==> config.mk <==
export PLATFORM = sky130hd
export DESIGN_NAME = sync_debounce
export DESIGN_NICKNAME = d
export VERILOG_FILES = /design/src/rtl/sync_debounce.sv
export SDC_FILE = /design/constraint.sdc
export NUM_CORES = 1
export LEC_CHECK = 0
export ABC_AREA = 1
export ABC_CLOCK_PERIOD_IN_PS = 1200
export CAP_MARGIN = 5
export CORE_AREA = 5 5 42 44
export CTS_CLUSTER_SIZE = 10
export DETAILED_ROUTE_END_ITERATION = 8
export DIE_AREA = 0 0 47 49
export PLACE_DENSITY = 0.71
export SLEW_MARGIN = 5
export SYNTH_ARGS = -nofsm -noshare
export SYNTH_HDL_FRONTEND = slang
export SYNTH_SLANG_ARGS = --single-unit
==> constraint.sdc <==
create_clock -name clk_i -period 1.2 [get_ports clk_i]
set_input_delay 0.3 -clock clk_i [delete_from_list [all_inputs] [get_ports clk_i]]
set_output_delay 0.3 -clock clk_i [all_outputs]
set_load 0.01 [all_outputs]
==> src/rtl/sync_debounce.sv <==
// Purpose : glitch filter + edge detector behind a sync synchronizer; forwards a level
//           change only after it has held for HOLD_CYCLES consecutive enabled samples.
// Latency : a new level held from edge k shows on level_o/rise_o/fall_o after edge k+HOLD_CYCLES-1.
// Backpr. : none; the block samples serial_i every cycle and never stalls.
//
// Ports:
//   clk_i      single clock
//   rst_i      asynchronous, active-high reset
//   serial_i   already-synchronized input level
//   en_i       filter enable; low discards any pending change and holds level_o
//   level_o    debounced level (state flop)
//   rise_o     one-cycle pulse on a filtered 0->1 change (registered)
//   fall_o     one-cycle pulse on a filtered 1->0 change (registered)
//   evt_clr_i  synchronous clear of the edge counter (wins over an increment)
//   evt_cnt_o  saturating count of filtered edges
//
// Build option: define SYNC_DEBOUNCE_EVT_CNT_EN to build the edge counter. Without it,
// evt_cnt_o is tied to zero and evt_clr_i is ignored; filtering is identical.

module sync_debounce #(
    parameter int   HOLD_CYCLES   = 16,
    parameter logic RESET_VALUE   = 1'b0,
    parameter int   EVT_CNT_WIDTH = 8
) (
    input  logic                     clk_i,
    input  logic                     rst_i,
    input  logic                     serial_i,
    input  logic                     en_i,
    output logic                     level_o,
    output logic                     rise_o,
    output logic                     fall_o,
    input  logic                     evt_clr_i,
    output logic [EVT_CNT_WIDTH-1:0] evt_cnt_o
);

    localparam int CNT_WIDTH = $clog2(HOLD_CYCLES + 1);

    localparam logic [CNT_WIDTH-1:0] CNT_ONE   = CNT_WIDTH'(1);
    localparam logic [CNT_WIDTH-1:0] HOLD_LAST = CNT_WIDTH'(HOLD_CYCLES - 1);

    if (HOLD_CYCLES < 1) begin : g_bad_hold
        $error("sync_debounce: HOLD_CYCLES must be >= 1");
    end

    // Bit 0 is the level currently shown on level_o, bit 1 marks a pending
    // candidate change, so level_o comes straight off a flop.
    typedef enum logic [1:0] {
        STABLE_LO = 2'b00,
        STABLE_HI = 2'b01,
        CHECK_HI  = 2'b10,
        CHECK_LO  = 2'b11
    } state_t;

    localparam state_t RESET_STATE = RESET_VALUE ? STABLE_HI : STABLE_LO;

    state_t                 state_q;
    state_t                 state_d;
    logic [CNT_WIDTH-1:0]   hold_cnt_q;
    logic [CNT_WIDTH-1:0]   hold_cnt_d;
    logic                   level;
    logic                   mismatch;
    logic                   flip;
    logic                   rise_d;
    logic                   fall_d;

    assign level    = state_q[0];
    assign mismatch = (serial_i != level);
    assign level_o  = level;

    // ------------------------------------------------------------------
    // State register (FSM state and hold counter)
    // ------------------------------------------------------------------
    always_ff @(posedge clk_i or posedge rst_i) begin
        if (rst_i) begin
            state_q    <= RESET_STATE;
            hold_cnt_q <= '0;
        end else begin
            state_q    <= state_d;
            hold_cnt_q <= hold_cnt_d;
        end
    end

    // ------------------------------------------------------------------
    // Next-state logic
    // ------------------------------------------------------------------
    always_comb begin
        state_d    = state_q;
        hold_cnt_d = hold_cnt_q;
        flip       = 1'b0;

        if (!en_i) begin
            // Drop any pending candidate; the shown level is kept.
            state_d    = level ? STABLE_HI : STABLE_LO;
            hold_cnt_d = '0;
        end else begin
            case (state_q)
                STABLE_LO, STABLE_HI: begin
                    if (mismatch) begin
                        if (HOLD_CYCLES == 1) begin
                            // A single sample is enough: no CHECK phase.
                            flip    = 1'b1;
                            state_d = level ? STABLE_LO : STABLE_HI;
                        end else begin
                            // This edge is the first of the HOLD_CYCLES samples.
                            state_d    = level ? CHECK_LO : CHECK_HI;
                            hold_cnt_d = CNT_ONE;
                        end
                    end
                end
                CHECK_HI, CHECK_LO: begin
                    if (!mismatch) begin
                        // Glitch: input fell back before the hold time expired.
                        state_d    = level ? STABLE_HI : STABLE_LO;
                        hold_cnt_d = '0;
                    end else if (hold_cnt_q == HOLD_LAST) begin
                        flip       = 1'b1;
                        state_d    = level ? STABLE_LO : STABLE_HI;
                        hold_cnt_d = '0;
                    end else begin
                        hold_cnt_d = hold_cnt_q + CNT_ONE;
                    end
                end
                default: begin
                    state_d    = RESET_STATE;
                    hold_cnt_d = '0;
                end
            endcase
        end
    end

    // ------------------------------------------------------------------
    // Output logic: pulse direction follows the level being left behind
    // ------------------------------------------------------------------
    always_comb begin
        rise_d = flip & ~level;
        fall_d = flip &  level;
    end

    always_ff @(posedge clk_i or posedge rst_i) begin
        if (rst_i) begin
            rise_o <= 1'b0;
            fall_o <= 1'b0;
        end else begin
            rise_o <= rise_d;
            fall_o <= fall_d;
        end
    end

    // ------------------------------------------------------------------
    // Optional saturating edge counter
    // ------------------------------------------------------------------
`ifdef SYNC_DEBOUNCE_EVT_CNT_EN
    logic [EVT_CNT_WIDTH-1:0] evt_cnt_q;

    always_ff @(posedge clk_i or posedge rst_i) begin
        if (rst_i) begin
            evt_cnt_q <= '0;
        end else if (evt_clr_i) begin
            evt_cnt_q <= '0;
        end else if (flip && (evt_cnt_q != '1)) begin
            evt_cnt_q <= evt_cnt_q + EVT_CNT_WIDTH'(1);
        end
    end

    assign evt_cnt_o = evt_cnt_q;
`else
    logic unused_evt;

    assign evt_cnt_o  = '0;
    assign unused_evt = evt_clr_i ^ flip;
`endif

endmodule

==> results.yml, run 1 <==
power_and_ir_drop:
  intPower_uw: 466
  clkPwrFrac_pct: 36.6
  seqPwrFrac_pct: 50.6
  p_leak_nw: 0.365
  ir_drop_uv: 465
  p_per_area_mw_per_mm2: 884
  pwr-share-comb_pct: 12.8
  netSwitchingPower_uw: 164
  netSwitchingFraction_pct: 26.0
detailed_routing:
  wl_per_cell_um: 10.8
  dr_total_vias: 448
  ant_nets: 0
  drt-total-wl_um: 1060
  drt-pass1-iter-count: 2
  drtIter0Drc: 6
  vias_per_cell: 4.57
  drcViolationCount: 0
yosys:
  synth_compound_area_share_pct: 5.57
  synth_top_cell_by_area: "dfrtp_1"
  yosysWarnings: 0
  synth_mux_area_share_pct: 0
  synth_cells: 67
  ys_ff_latch: 9
  yosysTopAreaCellShare_pct: 41.8
  yosys-top-cells-area: "dfrtp_1 (42%), buf_4 (11%), nand2_1 (8.4%), inv_1 (5.6%), nand3_1 (4.6%)"
  synthSimpleGateAreaFrac_pct: 29.2
  synth_cell_types: 17
  synthAdderAreaFrac_pct: 2.32
  synth_top_family_by_area: "simple AND/OR/NAND/NOR gates"
  syn_avg_cell_area_sq_um: 8.05
  synthXorXnorAreaFrac_pct: 1.62
  synthesis.area_sq_um: 539
  ys_seq_area_share_pct: 41.8
layout:
  fin_nets: 89
  drive_above_1_share_pct: 34.1
  antenna_cells: 0
  fillers: 137
  multiInputGateArea_sq_um: 287
  syn2layout_area_growth_pct: 32.0
  seq_area_sq_um: 225
  final_util_pct: 50.8
worst_setup_path:
  slowest_delay_ps: 390
  cp.arrival_ps: 1310
  start_kind: "register"
  crit_buf_inv: 3
  worstPathRequired_ps: 1360
  crit-reg2reg-launch: "state_q[0]"
  slowest_stage: "dfrtp_1"
  path_max_fanout: 5
  critical_path.top_delay_family: "flip-flops"
  critPathKind: "register to register"
  endpoint_kind: "register"
  worst_path_most_repeated_cell: "nand2_2"
  crit_path_cell_trace: "buf_6, inv_4, nand2_4, nand2_4, nand3_4, inv_2, nand2_2, nand2_2, nand2_2"
  worstSetupStartpoint: "state_q[0]"
place:
  hpwl_um: 841
  portBuffers: 6
  gp_congestion: 0.789
timing:
  rsz0062_at_grt: "true"
  slew_viol_final: 0
  setup_viol: 0
  hold_violations: 0
  worst_hold_slack_ps: 289
  period_share_pct: 96.0
  period_minus_slack_ps: 1150
  finClkSkew_ps: 5.43
  fmax_mhz: 868
floorplan:
  io_pins: 16
  die_w_um: 47
  dieArea_sq_mm: 0.00230
  core_sq_mm: 0.00140
  start_util_pct: 38.5
  placementRows: 14
  fp.dieH_um: 49
clock_tree:
  clock_latency_ps: 260
  clock-root-buffer: "clkbuf_4"
  cts_tree: "yes"
  clkSinkCount: 9
  clk_pin_slew_worst_paths_ps: 60
  cts.htree.levels: 1
  hold_buffers: 0
  numCtsBuffers: 3
  clockBufferDepth: 2
run_status:
  outcome: "completed"
job:
  drv_cap: 0
global_route:
  antenna_found_initial: 0
  grt_max_degree: 10
  grt_overflow: 0
  grt_pass1_vias: 418
  grt_pass1_wl_um: 1730
  grt.total_usage_pct: 11.0
worst_hold_path:
  min_path_type: "input pin to asynchronous set/reset pin"
[path summary, 6_finish.rpt]
| path | end | slack, ps | depth (start not counted) |
|---|---|---|---|
| worst max register to register | state_q[0] | 50 | 9 |
| worst min-delay path | hold_cnt_q[0] | 290 | 2 |
| worst max-delay path | state_q[0] | 50 | 9 |
| worst min register to register | hold_cnt_q[2] | 610 | 2 |
| max in group asynchronous | state_q[1] | 660 | 2 |
| min in group clk_i | hold_cnt_q[2] | 430 | 3 |
[stage by stage]
step | power (mW) | cell area [sq um] | instances | TNS, ps | setup WS, ps
finish | 0.629 | 712 | 98 | 0 | 48.5
global route | 0.666 | 712 | 98 | -128 | -36.5
CTS | 0.628 | 654 | 96 | -4.24 | -4.24
detailed placement | 0.392 | 616 | 92 | -2050 | -296
global placement | 0.391 | 616 | 92 | -1770 | -252
floorplan | 0.381 | 566 | 74 | 0 | 131
[layout by cell type, fill, tap and decap left out, drive strengths merged]
cell	Yosys	layout
nand2	15	15
inv	11	11
dfrtp	9	9
conb	1	8
nor2	7	7
buf	8	6
nand3	6	6
o21ai	5	5
clkbuf	0	4
nand4	2	2
dlymetal6s2s	0	2
clkdlybuf4s15	0	2
xnor2	1	1
a21oi	1	1
ha	1	1
clkinv	0	1
clkdlybuf4s50	0	1
[routing by layer]
layer  track usage, %  vias to the layer above  wire length, um
li1                 -                      221                -
met1             11.5                      211              404
met2             16.7                       12              535
met3             2.21                        4               63
met4             11.1                        0               57
met5                0                        -                0
[synthesized netlist by cell type]
cell,count
a21oi_1,1
buf_4,8
conb_1,1
dfrtp_1,9
ha_1,1
inv_1,8
inv_2,3
nand2_1,12
nand2_2,3
nand3_1,5
nand3_2,1
nand4_1,2
nor2_1,3
nor2_2,2
nor2_4,2
o21ai_0,5
xnor2_1,1
[kinds of logic (layout without fill, tap and decap cells)]
logic type | count (synthesis) | in the layout
other | 1 | 8
AOI/OAI and AO/OA | 6 | 6
buffers and inverters | 19 | 27
xor gates and xnor gates | 1 | 1
and+or+nand+nor | 30 | 30
DFF | 9 | 9
adders and majority gates | 1 | 1
[state kept, by name, indices dropped and copies added, names as in the netlist]
signal / cells
rise_o: 1
state_q: 2
fall_o: 1
hold_cnt_q: 5
[power groups by stage]
stage	sequential (mW)	combinational, mW	clock [mW]
4_1_cts	0.316	0.0737	0.239
5_1_grt	0.319	0.0924	0.254
6_report	0.318	0.0805	0.230
3_5_place_dp	0.321	0.0713	0
2_1_floorplan	0.321	0.0607	0
3_3_place_gp	0.321	0.0700	0
[final cells by class]
cell class | count | share of cell area, %
clock buffers | 3 | 3.16
clock inverters | 1 | 0.703
inverters | 11 | 6.15
multi-input cells | 46 | 40.2
flip-flops and latches | 9 | 31.6
well taps | 16 | 2.81
repair buffers | 12 | 15.3
[what timing repair did]
item	CTS	global route
pin swaps	1	2
endpoints found under the setup margin	5	11
endpoints found under the hold margin	0	0
resized for setup	8	13
buffers inserted	0	2
[worst register-to-register path, stage by stage (launching register included)]
cell,delay (ps)
dfrtp_1,390
buf_6,140
inv_4,60
nand2_4,60
nand2_4,100
nand3_4,70
inv_2,70
nand2_2,60
nand2_2,60
nand2_2,40
No activity file was read; power rests on OpenSTA's default activity.
==> run 2, diff against run 1 <==
- TNS_END_PERCENT: unset -> 100
==> results of run 2 <==
Same layout as run 1: the final DEF is identical, and so are final timing and power.
